### config.mk
export PLATFORM = sky130hd
export DESIGN_NAME = i2s_master_tx_flat
export DESIGN_NICKNAME = d
export VERILOG_FILES = /design/src/rtl/i2s_pkg.sv /design/src/rtl/i2s_master_tx_if.sv /design/src/rtl/i2s_clk_gen.sv /design/src/rtl/i2s_master_tx.sv /design/src/flat_wrapper.sv
export SDC_FILE = /design/constraint.sdc
export NUM_CORES = 1
export LEC_CHECK = 0
export BUFFER_PORTS_ARGS = -buffer_cell sky130_fd_sc_hd__buf_2
export CORE_MARGIN = 2
export CORE_UTILIZATION = 45
export DETAILED_ROUTE_END_ITERATION = 12
export PLACE_DENSITY = 0.72
export RECOVER_POWER = 50
export SLEW_MARGIN = 10
export SYNTH_ARGS = -nofsm -noshare
export SYNTH_HDL_FRONTEND = slang
export SYNTH_SLANG_ARGS = --single-unit
### constraint.sdc
create_clock -name AUDIO_MCLK -period 3.2 [get_ports AUDIO_MCLK]
set_input_delay 0.16 -clock AUDIO_MCLK [delete_from_list [all_inputs] [get_ports AUDIO_MCLK]]
set_output_delay 0.16 -clock AUDIO_MCLK [all_outputs]
set_load 0.05 [all_outputs]
### src/rtl/i2s_pkg.sv
// Shared constants and types for the I2S master transmitter.
// Default widths, the stereo sample bundle and the slot side encoding.
package i2s_pkg;

  localparam int I2S_DATA_W = 16;
  localparam int I2S_SLOT_W = 32;

  typedef struct packed {
    logic [I2S_DATA_W-1:0] left;
    logic [I2S_DATA_W-1:0] right;
  } stereo_sample_t;

  typedef enum logic {
    LEFT  = 1'b0,
    RIGHT = 1'b1
  } i2s_side_e;

endpackage

### src/rtl/i2s_master_tx_if.sv
// Sample-pair valid/ready handshake into the I2S transmitter.
// master = sample source, slave = transmitter.
interface i2s_master_tx_if
  import i2s_pkg::*;
#(
  parameter int DATA_W = I2S_DATA_W
) ();

  logic [DATA_W-1:0] TX_LDATA;
  logic [DATA_W-1:0] TX_RDATA;
  logic              TX_VALID;
  logic              TX_READY;

  modport master (
    output TX_LDATA,
    output TX_RDATA,
    output TX_VALID,
    input  TX_READY
  );

  modport slave (
    input  TX_LDATA,
    input  TX_RDATA,
    input  TX_VALID,
    output TX_READY
  );

endinterface

### src/rtl/i2s_clk_gen.sv
// BCLK/WCLK generation from MCLK with bit position tracking.
// slot_k/slot_side describe the position entered on this fall event.
module i2s_clk_gen
  import i2s_pkg::*;
#(
  parameter int  SLOT_W   = I2S_SLOT_W,
  parameter int  BCLK_DIV = 2,
  localparam int KW       = $clog2(SLOT_W)
) (
  input  logic          clk,
  input  logic          rst,
  output logic          bclk,
  output logic          wclk,
  output logic          fall_evt,
  output logic          frame_start,
  output logic [KW-1:0] slot_k,
  output i2s_side_e     slot_side
);

  localparam int BW = $clog2(2 * SLOT_W);
  localparam int DW = (BCLK_DIV > 1) ? $clog2(BCLK_DIV) : 1;

  logic [DW-1:0] div_q, div_d;
  logic [BW-1:0] bit_q, bit_d;
  logic          bclk_q, bclk_d;
  logic          wclk_q, wclk_d;
  logic          half_end;

  // Divider, bit counter and the next word-clock level.
  always_comb begin
    half_end    = (div_q == DW'(BCLK_DIV - 1));
    div_d       = half_end ? '0 : div_q + 1'b1;
    bclk_d      = half_end ? ~bclk_q : bclk_q;
    fall_evt    = half_end & bclk_q;
    frame_start = fall_evt & (bit_q == BW'(2 * SLOT_W - 1));
    bit_d       = bit_q;
    if (fall_evt) begin
      bit_d = frame_start ? '0 : bit_q + 1'b1;
    end
    wclk_d    = (bit_d >= BW'(SLOT_W));
    slot_side = i2s_side_e'(wclk_d);
    slot_k    = wclk_d ? KW'(bit_d - BW'(SLOT_W)) : KW'(bit_d);
  end

  // Clock generator state; reset parks just before a frame wrap.
  always_ff @(posedge clk or posedge rst) begin
    if (rst) begin
      div_q  <= '0;
      bit_q  <= BW'(2 * SLOT_W - 1);
      bclk_q <= 1'b0;
      wclk_q <= 1'b1;
    end else begin
      div_q  <= div_d;
      bit_q  <= bit_d;
      bclk_q <= bclk_d;
      wclk_q <= wclk_d;
    end
  end

  assign bclk = bclk_q;
  assign wclk = wclk_q;

endmodule

### src/rtl/i2s_master_tx.sv
// I2S master transmitter: holding/shadow sample registers and serialiser.
// Build macro I2S_TX_UNDERRUN_ZERO_EN: underrun sends silence instead of repeating.
module i2s_master_tx
  import i2s_pkg::*;
#(
  parameter int DATA_W   = I2S_DATA_W,
  parameter int SLOT_W   = I2S_SLOT_W,
  parameter int BCLK_DIV = 2
) (
  input  logic               AUDIO_MCLK,
  input  logic               RESET,
  i2s_master_tx_if.slave     tx,
  input  logic               CLR_UNDERRUN,
  output logic               AUDIO_BCLK,
  output logic               AUDIO_WCLK,
  output logic               SDATA_OUT,
  output logic               SAMPLE_TR,
  output logic               UNDERRUN
);

  localparam int KW = $clog2(SLOT_W);

  typedef struct packed {
    logic [DATA_W-1:0] left;
    logic [DATA_W-1:0] right;
  } pair_t;

  logic          fall_evt;
  logic          frame_start;
  logic [KW-1:0] slot_k;
  i2s_side_e     slot_side;

  pair_t             hold_q, hold_d;
  pair_t             shadow_q, shadow_d;
  pair_t             in_pair;
  logic              hold_full_q, hold_full_d;
  logic              und_q, und_d;
  logic              sdata_q, sdata_d;
  logic              tr_q, tr_d;
  logic              accept;
  logic [DATA_W-1:0] word;
  logic [DATA_W-1:0] shifted;

  i2s_clk_gen #(
    .SLOT_W   (SLOT_W),
    .BCLK_DIV (BCLK_DIV)
  ) u_clk_gen (
    .clk         (AUDIO_MCLK),
    .rst         (RESET),
    .bclk        (AUDIO_BCLK),
    .wclk        (AUDIO_WCLK),
    .fall_evt    (fall_evt),
    .frame_start (frame_start),
    .slot_k      (slot_k),
    .slot_side   (slot_side)
  );

  // Handshake, frame load, underrun flag and next serial bit.
  always_comb begin
    in_pair     = {tx.TX_LDATA, tx.TX_RDATA};
    accept      = tx.TX_VALID & ~hold_full_q;
    hold_d      = hold_q;
    hold_full_d = hold_full_q;
    shadow_d    = shadow_q;
    und_d       = und_q & ~CLR_UNDERRUN;
    tr_d        = frame_start;
    sdata_d     = sdata_q;
    if (frame_start) begin
      if (hold_full_q) begin
        shadow_d    = hold_q;
        hold_full_d = 1'b0;
      end else if (accept) begin
        shadow_d = in_pair;
      end else begin
        und_d = 1'b1;
`ifdef I2S_TX_UNDERRUN_ZERO_EN
        shadow_d = '0;
`else
        shadow_d = shadow_q;
`endif
      end
    end else if (accept) begin
      hold_d      = in_pair;
      hold_full_d = 1'b1;
    end
    word    = (slot_side == RIGHT) ? shadow_q.right : shadow_q.left;
    shifted = word << (slot_k - KW'(1));
    if (fall_evt) begin
      sdata_d = ((slot_k != '0) && (slot_k <= KW'(DATA_W)))
              ? shifted[DATA_W-1] : 1'b0;
    end
  end

  // Sample registers and registered serial outputs.
  always_ff @(posedge AUDIO_MCLK or posedge RESET) begin
    if (RESET) begin
      hold_q      <= '0;
      hold_full_q <= 1'b0;
      shadow_q    <= '0;
      und_q       <= 1'b0;
      sdata_q     <= 1'b0;
      tr_q        <= 1'b0;
    end else begin
      hold_q      <= hold_d;
      hold_full_q <= hold_full_d;
      shadow_q    <= shadow_d;
      und_q       <= und_d;
      sdata_q     <= sdata_d;
      tr_q        <= tr_d;
    end
  end

  assign tx.TX_READY = ~hold_full_q;
  assign SDATA_OUT   = sdata_q;
  assign SAMPLE_TR   = tr_q;
  assign UNDERRUN    = und_q;

endmodule

### src/flat_wrapper.sv
// flat-port wrapper written by rule: the top's interface ports become plain ports
module i2s_master_tx_flat import i2s_pkg::*;
#(
  parameter int DATA_W   = I2S_DATA_W,
  parameter int SLOT_W   = I2S_SLOT_W,
  parameter int BCLK_DIV = 2
)
  (AUDIO_MCLK, RESET, CLR_UNDERRUN, AUDIO_BCLK, AUDIO_WCLK, SDATA_OUT, SAMPLE_TR, UNDERRUN, tx_TX_LDATA, tx_TX_RDATA, tx_TX_VALID, tx_TX_READY);
  i2s_master_tx_if #(.DATA_W(DATA_W)) tx_i ();
  input  logic AUDIO_MCLK;
  input  logic RESET;
  input  logic CLR_UNDERRUN;
  output logic AUDIO_BCLK;
  output logic AUDIO_WCLK;
  output logic SDATA_OUT;
  output logic SAMPLE_TR;
  output logic UNDERRUN;
  input wire logic [$bits(tx_i.TX_LDATA)-1:0] tx_TX_LDATA;
  input wire logic [$bits(tx_i.TX_RDATA)-1:0] tx_TX_RDATA;
  input wire logic [$bits(tx_i.TX_VALID)-1:0] tx_TX_VALID;
  output wire logic [$bits(tx_i.TX_READY)-1:0] tx_TX_READY;
  assign tx_i.TX_LDATA = tx_TX_LDATA;
  assign tx_i.TX_RDATA = tx_TX_RDATA;
  assign tx_i.TX_VALID = tx_TX_VALID;
  assign tx_TX_READY = tx_i.TX_READY;
  i2s_master_tx #(.DATA_W(DATA_W), .SLOT_W(SLOT_W), .BCLK_DIV(BCLK_DIV)) u_core (.AUDIO_MCLK(AUDIO_MCLK), .RESET(RESET), .tx(tx_i), .CLR_UNDERRUN(CLR_UNDERRUN), .AUDIO_BCLK(AUDIO_BCLK), .AUDIO_WCLK(AUDIO_WCLK), .SDATA_OUT(SDATA_OUT), .SAMPLE_TR(SAMPLE_TR), .UNDERRUN(UNDERRUN));
endmodule
=== Word level (Yosys, flattened, before mapping) ===
Cells that the tools add are included.

* Bits in registers: 77
* Bits of input ports: 36
* Output and inout port bits: 6
* Logic and storage cells: 47

* $add $sub $neg: 4
* Magnitude comparators: 2
* Equality and inequality tests: 1
* Shift-type cells: 1
* Mux-type cells: 13
* Bitwise gates (word level): 8
* Reductions and logical operators: 6

{| class="wikitable"
|+ Operator list
! operator !! number
|-
| 32-bit two-way mux || 2
|-
| 16-bit two-way mux || 1
|-
| 16-bit by 5-bit << shifter with 16-bit output || 1
|-
| 6-bit two-way mux || 2
|-
| 5-bit by 1-bit subtractor with 5-bit output (second input constant) || 2
|-
| 1-bit two-way mux || 7
|-
| 6-bit by 1-bit adder with 6-bit output (second input constant) || 1
|-
| 6-bit == test (second input constant) || 1
|-
| 6-bit greater-or-equal comparator (second input constant) || 1
|-
| 5-bit less-or-equal comparator (second input constant) || 1
|-
| 5-bit two-way mux || 1
|-
| 5-bit nonzero test || 1
|-
| 1-bit AND || 4
|-
| 1-bit inverter || 4
|-
| 2-bit AND reduction || 2
|-
| 2-bit nonzero test || 2
|-
| 1-bit adder (second input constant) || 1
|-
| 1-bit logical AND || 1
|}

=== Logic depth before layout (Yosys ltp) ===
* Word-level depth: 9
* Mapped depth: 12
* Mapped depth without buffers: 11

=== Cells and area by module ===
Synthesis repeated with hierarchy kept, for this count alone.

* Cell total of the unflattened synthesis: 298
* Area, all modules: 3647.2 um2

{| class="wikitable"
|+ Modules (own cells, without submodules)
! module !! times used !! cells each !! area each (um2) !! seq. area each (um2)
|-
| i2s_master_tx || 1 || 257 || 3195.6 || 1701.6
|-
| i2s_clk_gen || 1 || 41 || 451.7 || 234.0
|}

=== Least setup slack after synthesis ===
OpenSTA, ideal clock, no wires.

* Path kind: reg2reg
* Start point: reg u_core.u_clk_gen.bclk_q (netlist: u_core.u_clk_gen.bclk)
* End point: reg u_core.sdata_q (netlist: u_core.SDATA_OUT)
* Setup time: 0.135 ns
* Arrival time: 3.155 ns
* Data required time: 3.065 ns
* Setup slack: -0.090 ns
* Cell stages (with the launch flop): 11
* Path buffers: 1
* Clock period less this slack: 3.290 ns
* Cells stage by stage: dfrtp_1 > buf_2 > nand2_2 > mux2i_2 > ha_1 > xnor2_1 > xnor2_2 > mux2_2 > mux4_2 > a2111oi_1 > o31ai_1

* Word-level cells in the longest chain between the ends: 9
* Elaborated cells on any way between the ends: 14
* Classes of those cells: add/sub: 2; order compare: 2; shift: 1; mux: 5; bitwise: 2; reduce/logical: 2

{| class="wikitable"
|+ Ends and longest elaborated chain
! element !! line !! RTL
|-
| start: declaration || i2s_clk_gen.sv:25 || <nowiki>logic bclk_q, bclk_d;</nowiki>
|-
| start signal: assignment || i2s_clk_gen.sv:55 || <nowiki>bclk_q <= bclk_d;</nowiki>
|-
| 1-bit AND * || i2s_clk_gen.sv:34 || <nowiki>fall_evt = half_end & bclk_q;</nowiki>
|-
| 1-bit AND || i2s_clk_gen.sv:35 || <nowiki>frame_start = fall_evt & (bit_q == BW'(2 * SLOT_W - 1));</nowiki>
|-
| 6-bit two-way mux || i2s_clk_gen.sv:38 || <nowiki>bit_d = frame_start ? '0 : bit_q + 1'b1;</nowiki>
|-
| 6-bit two-way mux || i2s_clk_gen.sv:37 || <nowiki>if (fall_evt) begin</nowiki>
|-
| 5-bit by 1-bit subtractor with 5-bit output or 6-bit greater-or-equal comparator (tied branches) || i2s_clk_gen.sv:42, i2s_clk_gen.sv:40 ||
|-
| 5-bit two-way mux || i2s_clk_gen.sv:42 || <nowiki>slot_k = wclk_d ? KW'(bit_d - BW'(SLOT_W)) : KW'(bit_d);</nowiki>
|-
| 5-bit by 1-bit subtractor with 5-bit output (tied with other cells) || i2s_master_tx.sv:87 || <nowiki>shifted = word << (slot_k - KW'(1));</nowiki>
|-
| 16-bit by 5-bit << shifter with 16-bit output or 1-bit logical AND (tied branches) || i2s_master_tx.sv:87, i2s_master_tx.sv:89 ||
|-
| 1-bit two-way mux || i2s_master_tx.sv:90 || <nowiki>? shifted[DATA_W-1] : 1'b0;</nowiki>
|-
| end signal: assignment || i2s_master_tx.sv:108 || <nowiki>sdata_q <= sdata_d;</nowiki>
|-
| end: declaration || i2s_master_tx.sv:38 || <nowiki>logic sdata_q, sdata_d;</nowiki>
|}

Mark *: on every way between the ends. The rest lies on a longest branch, timed or not.
A chain may end at the register's enable or synchronous reset.

=== Final worst setup path ===
* Start point: reg u_core.u_clk_gen.bit_q[0]
* End point: reg u_core.sdata_q (netlist: u_core.SDATA_OUT)

* Word-level cells in the longest chain between the ends: 9
* Elaborated cells on any way between the ends: 15
* Classes of those cells: add/sub: 3; order compare: 2; eq/ne: 1; shift: 1; mux: 5; bitwise: 1; reduce/logical: 2

{| class="wikitable"
|+ Ends and longest elaborated chain
! element !! line !! RTL
|-
| start: declaration || i2s_clk_gen.sv:24 || <nowiki>logic [BW-1:0] bit_q, bit_d;</nowiki>
|-
| start signal: assignment || i2s_clk_gen.sv:49 || <nowiki>bit_q <= BW'(2 * SLOT_W - 1);</nowiki>
|-
| start signal: assignment || i2s_clk_gen.sv:54 || <nowiki>bit_q <= bit_d;</nowiki>
|-
| parallel branches: the longest is 3 deep, another holds 6-bit by 1-bit adder with 6-bit output || -- ||
|-
| 6-bit two-way mux * || i2s_clk_gen.sv:37 ||
|-
| 5-bit by 1-bit subtractor with 5-bit output or 6-bit greater-or-equal comparator (tied branches) || i2s_clk_gen.sv:42, i2s_clk_gen.sv:40 ||
|-
| 5-bit two-way mux || i2s_clk_gen.sv:42 ||
|-
| 5-bit by 1-bit subtractor with 5-bit output (tied with other cells) || i2s_master_tx.sv:87 ||
|-
| 16-bit by 5-bit << shifter with 16-bit output or 1-bit logical AND (tied branches) || i2s_master_tx.sv:87, i2s_master_tx.sv:89 ||
|-
| 1-bit two-way mux * || i2s_master_tx.sv:90 ||
|}

Every way passes the cells marked *.

==> summary.txt <==
status: complete, but fails checks
violated checks: max-capacitance violations, max-slew violations
CP max FO: 7
Core Util, Final: 53.2%
Chip Height: 94.8 µm
DRT Pass-1 Iters: 4
Primary FF master, synth: dfrtp_1
routed via count: 2513
slew at the pin closest to its max-slew limit: 1870 ps
antenna-violating nets left: 0
TritonCTS Buffers: 9
maximum number of pins on one net before global-route repair: 78
Total Power: 1.87 mW
FP Rows: 33
HP Class: primary input to flop
RSZ-0062 raised after global routing: false
register area share after synthesis: 52.1%
All-Layer GR Usage: 18.0%
CTS H-tree depth: 3
Power Internal: 1.44 mW
sum of negative setup slack: 0 ps
Max Cap Viol: 1
Overflow after GRT: 0
share of cells above drive strength 1: 34.9%
Die X: 94.8 µm
yosys synthesis warning count: 0
global-route wire length before repair: 12200 µm
Filler cells: 737
number of synthesized flops with an enable pin: 0
Mapped Area: 0.00371 mm²
total placed instance area: 0.00408 mm²
Starting Density: 45.9%
critical path required time: 3430 ps
library cells used by synthesis: 48
Clk network pwr share: 35.0%
Peak VDD IR: 0.266 mV
crit end category: flop
Slew headroom: -24.6%
Hold Vio Cnt, Final: 0
post-placement setup slack: -156 ps
hpwl dp: 4810 µm
# hold bufs at CTS: 0
Post-Synthesis Net Count: 356
Die ar.: 0.00899 mm²
DRC: 0
number of global-route vias before repair: 2554
Switching Share: 23.4%
I/O pins: 42
CP startpoint kind: flop
Clock Skew: 10.4 ps
Clock Tree Root: clkbuf_8
minimum clock period: 3070 ps
Final period util: 96.1%
clk_lat worst skew: 350 ps
Routed wire per std cell: 14.8 µm
Final Cell Area: 0.00431 mm²
IO buf count: 41
Pleak: 2.29 nW
ANT cells: 0
final setup margin: 125 ps
drt total wl: 7050 µm
Cell Pwr Density: 435 mW/mm²
Area Growth Syn to Fin: 16.0%
Max Slew Vio Count: 78
Mapped Avg Cell Area: 11.7 µm²
part of the power in registers: 57.0%
Mapped Cells: 318
Hold WS: 52.5 ps
fmax: 0.325 GHz
DRT iter0 DRCs: 140
clk buf depth: 2
CTS Sinks: 77
critical path class: flop to flop
Sw Pwr: 438 µW
Arr. time, crit path: 3310 ps
Yosys reg bits: 77
async set or reset register ratio after synthesis: 100%
setup violators final: 0
Avg Vias per Cell: 5.26
dpl cells: 460
clock-pin slew of the registers on the worst-case setup and hold paths: 80 ps
gpl congestion: 0.812
CTS tree: built
nets: 406
initial antenna violation count: 0
post-route insts no fill: 478
core area: 0.00809 mm²
part of the power in combinational logic: 8.0%
==> Yosys cell counts (2+ instances only) <==
library cell,instances,share of area [%]
and3_1,2,0.34
xor2_1,3,0.71
nand2_1,10,1.0
nor2_1,42,4.2
ha_1,2,0.67
a2111oi_0,2,0.47
buf_2,2,0.27
clkbuf_1,11,1.1
mux2_2,38,12
dfrtp_1,70,47
buf_1,2,0.20
buf_4,2,0.40
mux2i_1,41,11
mux2_1,3,0.91
a21oi_1,33,4.4
nand3_1,5,0.67
inv_1,11,1.1
a2bb2oi_1,2,0.47
dfstp_2,7,5.0
o311ai_0,2,0.47
==> layer usage <==
layer	GRT usage, %	share of wire [%]	vias to the layer above	wire [µm]
li1	-	-	1217	-
met1	22.6	44	1241	3110
met2	29.0	51	44	3570
met3	3.91	3.2	11	223
met4	9.66	2.1	0	147
met5	0	0	-	0
==> cell families (layout without fill, tap and decap cells) <==
family / count (synthesis) / in the layout / synth area share (%)
compound gates: 50 / 50 / 8.90
xor+xnor: 6 / 6 / 1.82
flops: 77 / 77 / 52.1
simple gates: 70 / 70 / 8.60
mux: 84 / 84 / 24.5
buf+inv: 29 / 84 / 3.40
fa+ha+maj: 2 / 2 / 0.674
==> flip-flops by register name, summed over array words and instances, names as in the netlist <==
register / count
u_core.hold_q: 32
u_core.shadow_q: 32
u_core.u_clk_gen.bit_q: 6
u_core.SAMPLE_TR: 1
u_core.SDATA_OUT: 1
u_core.UNDERRUN: 1
u_core.hold_full_q: 1
u_core.u_clk_gen.bclk: 1
u_core.u_clk_gen.div_q: 1
u_core.u_clk_gen.wclk: 1
==> layout by cell type (no fill, tap or decap), drive strengths merged <==
master	count
ha	2
nand4	1
o311ai	2
mux2i	42
o31ai	1
a311o	1
a2bb2oi	2
a22o	1
clkinv	2
nor4	1
xnor2	2
nand3b	1
dfstp	7
a2111oi	3
o32ai	1
buf	55
and3	2
mux4	1
o31a	1
a21oi	33
o311a	1
mux2	41
o211ai	3
dfrtp	70
nor2	42
inv	11
a21o	1
or3	1
or2	2
clkbuf	16
nand2	11
and2b	1
xor2	4
nand2b	1
nand3	7
==> worst paths after layout <==
check | startpoint | to | slack, ps | cells past startpoint
min | tx_TX_RDATA[12] | u_core.hold_q[12] | 50 | 2
max in group asynchronous | RESET | u_core.hold_full_q | 1500 | 3
max reg2reg | u_core.u_clk_gen.bit_q[0] | u_core.SDATA_OUT | 130 | 11
max | u_core.u_clk_gen.bit_q[0] | u_core.SDATA_OUT | 130 | 11
min reg2reg | u_core.hold_q[2] | u_core.hold_q[2] | 510 | 1
min in group asynchronous | RESET | u_core.hold_q[23] | 470 | 3
==> critical path: stages (launching register included) <==
cell and delay, ps:
dfstp_2 540, ha_1 170, nand3b_1 120, o211ai_4 210, ha_4 170, xnor2_2 130
xnor2_2 140, buf_6 150, mux2_2 330, mux4_2 480, a2111oi_2 380, o31ai_1 130
==> power groups by stage <==
stage / clock network (mW) / logic, mW / registers (mW)
final: 0.656 / 0.150 / 1.07
after detailed placement: 0 / 0.153 / 1.09
after CTS: 0.683 / 0.154 / 1.07
after global routing: 0.717 / 0.172 / 1.08
after floorplan: 0 / 0.101 / 1.08
after global placement: 0 / 0.148 / 1.08
==> layout make-up <==
| type | count | area (µm²) | area share [%] |
|---|---|---|---|
| clock buffers | 14 | 163 | 3.78 |
| clock inverters | 2 | 10.0 | 0.232 |
| inverters | 11 | 41.3 | 0.959 |
| multi-input cells | 212 | 1700 | 39.4 |
| flip-flops and latches | 77 | 1940 | 45.0 |
| well taps | 105 | 131 | 3.05 |
| repair buffers | 57 | 325 | 7.56 |
==> what timing repair did <==
item                       in CTS  in global routing
cloned                          0                  0
setup endpoints to repair       1                  1
buffers inserted                2                  0
resized for setup               1                  7
pin swaps                       1                  0
No activity file was read; power rests on OpenSTA's default activity.
